File: config.mk
export PLATFORM = sky130hd
export DESIGN_NAME = axi_read_master_flat
export DESIGN_NICKNAME = d
export VERILOG_FILES = /design/src/rtl/axi_read_master_if.sv /design/src/rtl/axi_read_master.sv /design/src/flat_wrapper.sv
export SDC_FILE = /design/constraint.sdc
export NUM_CORES = 1
export LEC_CHECK = 0
export ABC_AREA = 1
export BUFFER_PORTS_ARGS = -buffer_cell sky130_fd_sc_hd__buf_2
export CORE_MARGIN = 2
export CORE_UTILIZATION = 30
export CTS_BUF_LIST = sky130_fd_sc_hd__clkbuf_4 sky130_fd_sc_hd__clkbuf_8
export CTS_CLUSTER_SIZE = 10
export DETAILED_ROUTE_END_ITERATION = 16
export SLEW_MARGIN = 10
export SYNTH_ARGS = -nofsm -noshare
export SYNTH_HDL_FRONTEND = slang
export SYNTH_SLANG_ARGS = --single-unit
File: constraint.sdc
create_clock -name cpu_clk -period 1.77 [get_ports cpu_clk]
set_input_delay 0.0885 -clock cpu_clk [delete_from_list [all_inputs] [get_ports cpu_clk]]
set_output_delay 0.0885 -clock cpu_clk [all_outputs]
set_load 0.02 [all_outputs]
File: src/rtl/axi_read_master_if.sv
// AXI4 read-address and read-data channel bundle between the read master and the interconnect.
// Burst type and beat size are fixed in the interconnect wrapper, so they do not appear here.
interface axi_read_master_if #(
    parameter int ADDR_WIDTH         = 32,
    parameter int READ_CHANNEL_WIDTH = 32
);
    logic [ADDR_WIDTH-1:0]         m_araddr;
    logic [7:0]                    m_arlen;
    logic                          m_arvalid;
    logic                          m_arready;
    logic [READ_CHANNEL_WIDTH-1:0] m_rdata;
    logic [1:0]                    m_rresp;
    logic                          m_rlast;
    logic                          m_rvalid;
    logic                          m_rready;

    modport master (
        output m_araddr,
        output m_arlen,
        output m_arvalid,
        input  m_arready,
        input  m_rdata,
        input  m_rresp,
        input  m_rlast,
        input  m_rvalid,
        output m_rready
    );

    modport slave (
        input  m_araddr,
        input  m_arlen,
        input  m_arvalid,
        output m_arready,
        output m_rdata,
        output m_rresp,
        output m_rlast,
        output m_rvalid,
        input  m_rready
    );
endinterface

File: src/rtl/axi_read_master.sv
// Single-burst AXI read master: issues one INCR burst per DMA start level and streams the
// returned beats straight into the DMA FIFO, reporting completion and any error with a done pulse.
module axi_read_master #(
    parameter int ADDR_WIDTH         = 32,
    parameter int READ_CHANNEL_WIDTH = 32,
    parameter int READ_BURST_LEN     = 8
) (
    input  logic                          cpu_clk,
    input  logic                          cpu_rst,
    input  logic                          axi_master_read_start,
    input  logic [ADDR_WIDTH-1:0]         axi_master_target_read_addr,
    input  logic [READ_BURST_LEN-1:0]     axi_master_target_read_burst_len,
    output logic                          axi_master_read_done,
    output logic                          axi_master_read_err,
    output logic                          master2dma_afifo_wpush,
    output logic [READ_CHANNEL_WIDTH-1:0] master2dma_afifo_wdata,
    input  logic                          master2dma_afifo_wfull,
    axi_read_master_if.master             m_axi
);

    localparam int CNT_W = READ_BURST_LEN + 1;
    localparam logic [1:0] RESP_OKAY = 2'b00;

    typedef enum logic [2:0] {
        IDLE,
        ADDR,
        DATA,
        DONE,
        HOLD
    } state_t;

    state_t                    state;
    state_t                    state_nxt;

    logic [ADDR_WIDTH-1:0]     addr_q;
    logic [READ_BURST_LEN-1:0] len_q;
    logic [CNT_W-1:0]          cnt_q;
    logic                      err_q;

    logic                      capture;
    logic                      beat_acc;
    logic                      beat_in_range;
    logic                      beat_err;
    logic [CNT_W-1:0]          len_ext;

    // One extra counter bit lets the count reach len+1 for the longest burst; it holds at all-ones.
    function automatic logic [CNT_W-1:0] sat_inc(input logic [CNT_W-1:0] v);
        return (&v) ? v : v + CNT_W'(1);
    endfunction

    // AXI length field is 8 bits regardless of the local burst-length width.
    function automatic logic [7:0] to_arlen(input logic [READ_BURST_LEN-1:0] l);
        logic [READ_BURST_LEN+7:0] wide;
        wide = {8'd0, l};
        return wide[7:0];
    endfunction

    assign len_ext       = {1'b0, len_q};
    assign beat_in_range = (cnt_q <= len_ext);

    // Overrun beats, error responses and an rlast on the wrong beat all mark the burst bad.
    assign beat_err = (m_axi.m_rresp != RESP_OKAY)
                    || !beat_in_range
                    || (m_axi.m_rlast && (cnt_q != len_ext));

    always_ff @(posedge cpu_clk or posedge cpu_rst) begin
        if (cpu_rst) begin
            state <= IDLE;
        end else begin
            state <= state_nxt;
        end
    end

    always_comb begin
        state_nxt              = state;
        capture                = 1'b0;
        beat_acc               = 1'b0;
        m_axi.m_arvalid        = 1'b0;
        m_axi.m_rready         = 1'b0;
        master2dma_afifo_wpush = 1'b0;
        axi_master_read_done   = 1'b0;
        case (state)
            IDLE: begin
                if (axi_master_read_start) begin
                    capture   = 1'b1;
                    state_nxt = ADDR;
                end
            end
            ADDR: begin
                m_axi.m_arvalid = 1'b1;
                if (m_axi.m_arready) begin
                    state_nxt = DATA;
                end
            end
            DATA: begin
                // Back-pressure from the FIFO goes straight onto the R channel.
                m_axi.m_rready         = !master2dma_afifo_wfull;
                beat_acc               = m_axi.m_rvalid && !master2dma_afifo_wfull;
                master2dma_afifo_wpush = beat_acc && beat_in_range;
                if (beat_acc && m_axi.m_rlast) begin
                    state_nxt = DONE;
                end
            end
            DONE: begin
                axi_master_read_done = 1'b1;
                state_nxt            = HOLD;
            end
            HOLD: begin
                // Wait for the requester to drop start so one level yields one burst.
                if (!axi_master_read_start) begin
                    state_nxt = IDLE;
                end
            end
            default: begin
                state_nxt = IDLE;
            end
        endcase
    end

    always_ff @(posedge cpu_clk or posedge cpu_rst) begin
        if (cpu_rst) begin
            addr_q <= '0;
            len_q  <= '0;
            cnt_q  <= '0;
            err_q  <= 1'b0;
        end else if (capture) begin
            addr_q <= axi_master_target_read_addr;
            len_q  <= axi_master_target_read_burst_len;
            cnt_q  <= '0;
            err_q  <= 1'b0;
        end else if (beat_acc) begin
            cnt_q <= sat_inc(cnt_q);
            if (beat_err) begin
                err_q <= 1'b1;
            end
        end
    end

    assign m_axi.m_araddr         = addr_q;
    assign m_axi.m_arlen          = to_arlen(len_q);
    assign axi_master_read_err    = axi_master_read_done && err_q;
    assign master2dma_afifo_wdata = master2dma_afifo_wpush ? m_axi.m_rdata : '0;

    a_no_push_when_full : assert property (
        @(posedge cpu_clk) disable iff (cpu_rst)
        !(master2dma_afifo_wpush && master2dma_afifo_wfull)
    );

    a_ar_stable : assert property (
        @(posedge cpu_clk) disable iff (cpu_rst)
        (m_axi.m_arvalid && !m_axi.m_arready) |=>
            (m_axi.m_arvalid && $stable(m_axi.m_araddr) && $stable(m_axi.m_arlen))
    );

endmodule

File: src/flat_wrapper.sv
// flat-port wrapper written by rule: the top's interface ports become plain ports
module axi_read_master_flat 
#(
    parameter int ADDR_WIDTH         = 32,
    parameter int READ_CHANNEL_WIDTH = 32,
    parameter int READ_BURST_LEN     = 8
)
  (cpu_clk, cpu_rst, axi_master_read_start, axi_master_target_read_addr, axi_master_target_read_burst_len, axi_master_read_done, axi_master_read_err, master2dma_afifo_wpush, master2dma_afifo_wdata, master2dma_afifo_wfull, m_axi_m_araddr, m_axi_m_arlen, m_axi_m_arvalid, m_axi_m_arready, m_axi_m_rdata, m_axi_m_rresp, m_axi_m_rlast, m_axi_m_rvalid, m_axi_m_rready);
  axi_read_master_if #(.ADDR_WIDTH(ADDR_WIDTH), .READ_CHANNEL_WIDTH(READ_CHANNEL_WIDTH)) m_axi_i ();
  input  logic cpu_clk;
  input  logic cpu_rst;
  input  logic axi_master_read_start;
  input  logic [ADDR_WIDTH-1:0] axi_master_target_read_addr;
  input  logic [READ_BURST_LEN-1:0] axi_master_target_read_burst_len;
  output logic axi_master_read_done;
  output logic axi_master_read_err;
  output logic master2dma_afifo_wpush;
  output logic [READ_CHANNEL_WIDTH-1:0] master2dma_afifo_wdata;
  input  logic master2dma_afifo_wfull;
  output wire logic [$bits(m_axi_i.m_araddr)-1:0] m_axi_m_araddr;
  output wire logic [$bits(m_axi_i.m_arlen)-1:0] m_axi_m_arlen;
  output wire logic [$bits(m_axi_i.m_arvalid)-1:0] m_axi_m_arvalid;
  input wire logic [$bits(m_axi_i.m_arready)-1:0] m_axi_m_arready;
  input wire logic [$bits(m_axi_i.m_rdata)-1:0] m_axi_m_rdata;
  input wire logic [$bits(m_axi_i.m_rresp)-1:0] m_axi_m_rresp;
  input wire logic [$bits(m_axi_i.m_rlast)-1:0] m_axi_m_rlast;
  input wire logic [$bits(m_axi_i.m_rvalid)-1:0] m_axi_m_rvalid;
  output wire logic [$bits(m_axi_i.m_rready)-1:0] m_axi_m_rready;
  assign m_axi_m_araddr = m_axi_i.m_araddr;
  assign m_axi_m_arlen = m_axi_i.m_arlen;
  assign m_axi_m_arvalid = m_axi_i.m_arvalid;
  assign m_axi_i.m_arready = m_axi_m_arready;
  assign m_axi_i.m_rdata = m_axi_m_rdata;
  assign m_axi_i.m_rresp = m_axi_m_rresp;
  assign m_axi_i.m_rlast = m_axi_m_rlast;
  assign m_axi_i.m_rvalid = m_axi_m_rvalid;
  assign m_axi_m_rready = m_axi_i.m_rready;
  axi_read_master #(.ADDR_WIDTH(ADDR_WIDTH), .READ_CHANNEL_WIDTH(READ_CHANNEL_WIDTH), .READ_BURST_LEN(READ_BURST_LEN)) u_core (.cpu_clk(cpu_clk), .cpu_rst(cpu_rst), .axi_master_read_start(axi_master_read_start), .axi_master_target_read_addr(axi_master_target_read_addr), .axi_master_target_read_burst_len(axi_master_target_read_burst_len), .axi_master_read_done(axi_master_read_done), .axi_master_read_err(axi_master_read_err), .master2dma_afifo_wpush(master2dma_afifo_wpush), .master2dma_afifo_wdata(master2dma_afifo_wdata), .master2dma_afifo_wfull(master2dma_afifo_wfull), .m_axi(m_axi_i));
endmodule
; ---- After elaboration in Yosys (flattened, before gate mapping)
; Index checks and enable logic that the tools add are counted.
; W data, S select, Z words.
[totals]
register_bits = 53
[classes]
n_addsub = 1
order_cmp = 1
n_eq_ne = 10
n_mux = 19
n_reduce_logical = 17
[ops]
columns = cell, n
row1 = $mux W32, 1
row2 = $mux W9, 3
row3 = $pmux W3 S5, 1
row4 = $mux W3, 4
row5 = $mux W1, 10
row6 = $add A9 B1 Y9 const B, 1
row7 = $le A9 B8 Y1, 1
row8 = $ne A9 B8 Y1, 1
row9 = $reduce_and A9 Y1, 1
row10 = $eq A3 B2 Y1 const B, 2
row11 = $ne A2 B2 Y1 const B, 3
row12 = $reduce_bool A2 Y1, 3
row13 = $logic_and A1 B1 Y1, 5
row14 = $ne A2 B1 Y1 const B, 2
row15 = $reduce_and A2 Y1, 2
row16 = $reduce_and A4 Y1, 1
row17 = $eq A3 B1 Y1 const B, 1
row18 = $eq A3 B3 Y1 const B, 1
row19 = $logic_not A3 Y1, 1
row20 = $logic_not A1 Y1, 2
row21 = $logic_or A1 B1 Y1, 2

; ---- Longest topological paths before layout
[depth]
ltp_word = 7
mapped_depth = 13
mapped_depth_nobuf = 13

; ---- Worst setup path after synthesis
; OpenSTA, ideal clock, no wires.
[synth_path]
path_type = reg2out
from = register u_core.len_q[4], in the netlist u_core.m_axi.m_arlen[4]
to = output master2dma_afifo_wdata[22]
arrival_time_ns = 1.749
required_ns = 1.681
setup_slack_ns = -0.067
path_stages_with_launch = 13
n_path_buf = 1
cell_sequence = dfrtp_1 -> inv_1 -> ha_1 -> nand2_1 -> inv_1 -> nand2_1 -> nand2_1 -> nand2_1 -> nand3_1 -> nand2_1 -> nand2_1 -> buf_2 -> nor2_1
[synth_between]
elab_chain_cells = 4
[synth_lines]
columns = item, line
row1 = from (decl), axi_read_master.sv:36  ; logic [READ_BURST_LEN-1:0] len_q;
row2 = from (signal assigned), axi_read_master.sv:128  ; len_q <= axi_master_target_read_burst_len;
row3 = $le A9 B8 Y1, axi_read_master.sv:59  ; assign beat_in_range = (cnt_q <= len_ext);
row4 = $logic_and A1 B1 Y1, axi_read_master.sv:99  ; master2dma_afifo_wpush = beat_acc && beat_in_range;
row5 = $mux W1, axi_read_master.sv:82  ; case (state)
row6 = $mux W32, axi_read_master.sv:142  ; assign master2dma_afifo_wdata = master2dma_afifo_wpush ? m_axi.m_rdata : '0;
row7 = to (decl), flat_wrapper.sv:18  ; output logic [READ_CHANNEL_WIDTH-1:0] master2dma_afifo_wdata;
; No other way between the ends.

; ---- Worst setup path after layout
[layout_path]
from = register u_core.len_q[3], in the netlist u_core.m_axi.m_arlen[3]
to = output master2dma_afifo_wdata[7]
; Same word-level chain as after synthesis.

==> out/summary.txt <==
Rel. slew slack: 66.4%
FP Rows: 34
CP Buf/Inv Count: 4
Die X: 98.9 um
final net count: 674
Setup WS pre-CTS: -31.5 ps
Crit path top cell by count: nand2_1
gpl congestion: 0.828
final hold viol count: 0
Cell Count Post-Placement: 630
net count of the mapped netlist: 458
largest cells by area after synthesis: dfrtp_1 49%, nand2_1 19%, inv_1 8.9%
ANT nets after route: 0
area of the multi-input gates: 1490 um^2
endpoints failing setup: 34
Routed wire per std cell: 13.3 um
initial antenna violation count: 0
Synth area leader: dfrtp_1
commonest cells in the netlist: 135 x nand2_1, 64 x inv_1, 53 x dfrtp_1
RSZ-0062 raised after global routing: true
synth warn: 0
Post-synth EDFFs: 0
First DRT Iteration DRCs: 101
final WL: 9.23 mm
vias per cell: 4.39
Worst VDD drop: 0.000833 V
DP Wirelength: 5.74 mm
required time worst endpoint: 1680 ps
antenna fix cells: 0
Storage cell area: 1330 um^2
CP max FO: 8
post-route setup slack: -331 ps
Clock Skew: 7.14 ps
CP delay by family, top: simple AND/OR/NAND/NOR gates
vias in the first global route: 3,054
crit path kind: flop to output pin
Detailed Routing Iterations Pass 1: 4
first-pass GRT wire length: 14.0 mm
filler cell count: 745
DR vias: 3,038
core area: 8720 um^2
Mapped Cells: 367
layout cell share with drive strength beyond 1: 46.2%
final period utilization: 119%
Worst-Margin Slew: 503 ps
clock root cell: clkbuf_8
Overflow after GRT: 0
Worst Path Arrival: 2010 ps
Max Root-Sink Buffers: 2
I/O Pins: 158
Residual DRC: 0
CTS H-tree depth: 2
area of the die: 9780 um^2
LEAKAGE: 0.00271 uW
Seq/Total Area, Yosys: 49.1%
post-synth top area share: 49.1%
main flop type after synthesis: dfrtp_1
Final Max Slew Viols: 0
Max Cap Violations: 0
PortBufs: 157
Final Power: 5740 uW
min Tclk post-route: 2100 ps
status: finished, violations left
post-synthesis cell area: 2700 um^2
fmax: 476 MHz
CP Capture Type: output pin
Yosys cell types: 23
Util after Layout: 56.8%
CTS Buf Count: 5
CP Launch Type: flop
total track usage: 17.5%
Starting Density: 31.0%
hold crit path type: input port to flop
Die Height: 98.9 um
violated checks: negative setup slack
non-filler instance count after layout: 692
setup TNS: -9700 ps
CP max stage delay: 410 ps
Clk Latency, worst-skew pair: 310 ps
Power per Cell Area: 1160 nW/um^2
crit-path cells: inv_2, ha_4, nand2_4, inv_2, nand2_1, nand2_1, nand2_1, nand3_2, nand2_4, nand2_8, clkbuf_16, nor2_4, buf_6
Layout area overhead: 83.6%
flop and latch count out of synthesis: 53
most common cell in the synthesized netlist: nand2_1
# clock sinks: 53
largest net degree at the start of global routing: 34
Post-synth ARST share: 100%
syn avg cell area: 7.36 um^2
TritonCTS clock tree: built
Worst path slowest cell: dfrtp_1
Clock transition at path regs: 100 ps
final timing paths:
| path | from | end | slack (ps) | cells after the start |
|---|---|---|---|---|
| max in group asynchronous | cpu_rst | u_core.m_axi.m_araddr[17] | 860 | 4 |
| min | axi_master_target_read_burst_len[7] | u_core.m_axi.m_arlen[7] | 8 | 3 |
| min reg2reg | u_core.m_axi.m_araddr[25] | u_core.m_axi.m_araddr[25] | 470 | 2 |
| max | u_core.m_axi.m_arlen[3] | master2dma_afifo_wdata[7] | -330 | 13 |
| max reg2reg | u_core.cnt_q[4] | u_core.cnt_q[7] | -30 | 13 |
| min in group asynchronous | cpu_rst | u_core.m_axi.m_araddr[15] | 350 | 3 |
metrics by stage:
stage	hold slack (ps)	area [um^2]
floorplan	205	2700
global placement	145	3670
detailed placement	143	3670
CTS	2.64	4380
global route	36.3	4960
finish	8.29	4960
where the power goes:
part	leakage, uW	internal [uW]	switching [uW]
sequential	0.000672	1700	293
clock	0.0000518	326	433
combinational	0.00199	1090	1890
sequential cells by signal, summed over array words and instances, names as in the netlist:
name / cells
u_core.cnt_q: 9
u_core.m_axi.m_araddr: 32
u_core.m_axi.m_arlen: 8
u_core.err_q: 1
u_core.state: 3
layout by cell type, fill, tap and decap left out, types with 6 or more instances in the layout:
cell / Yosys / routed
nand2_1: 135 / 126
clkbuf_8: 0 / 6
nor2_4: 2 / 31
inv_2: 2 / 8
ha_4: 0 / 6
buf_4: 2 / 22
buf_6: 0 / 30
buf_2: 5 / 124
o21ai_0: 14 / 8
nor2_1: 43 / 8
inv_1: 64 / 57
nand2_2: 2 / 7
dlygate4sd3_1: 0 / 39
nor2_2: 2 / 8
dfrtp_1: 53 / 53
layer usage:
layer  wire length, um  vias up  GRT usage, %  part of all wire, %
li1                  -     1514             -                    -
met1              3510     1375          19.7                   38
met2              4900      143          33.9                   53
met3               759        6          3.76                  8.2
met4                63        0          3.27                 0.68
met5                 0        -             0                    0
worst reg2reg max path, cell delays in order (launching register included):
cell and delay (ps):
dfrtp_1 420, buf_4 140, buf_4 140, nand2_2 80
nor2_4 40, nand2_2 70, nor2_2 40, ha_2 160
inv_2 60, nand2_4 90, nor2_4 150, nand2_2 90
nor3_1 150, nor2_1 70
area by class of cell:
cell class	instances	share of cell area [%]
clock buffers	6	1.67
clock inverters	2	0.353
inverters	66	5.10
multi-input cells	236	30.0
flip-flops and latches	53	26.8
well taps	108	2.73
repair buffers	221	33.4
cell families after synthesis:
logic type | after synthesis | synth area share, %
AO/OA/AOI/OAI | 27 | 5.24
adder cells (fa/ha/maj) | 10 | 4.63
buffers and inverters | 78 | 11.4
flip-flops | 53 | 49.1
AND/OR/NAND/NOR | 199 | 29.7
repair_timing:
item                       4_1_cts  5_1_grt
hold endpoints to repair        59        0
pin swaps                        1       12
resized for setup               63      113
setup endpoints to repair       35       43
gates cloned                     1        3
buffers inserted                 4        7
hold buffers                    39        0
Note: power is estimated with default switching activity, not from simulation.
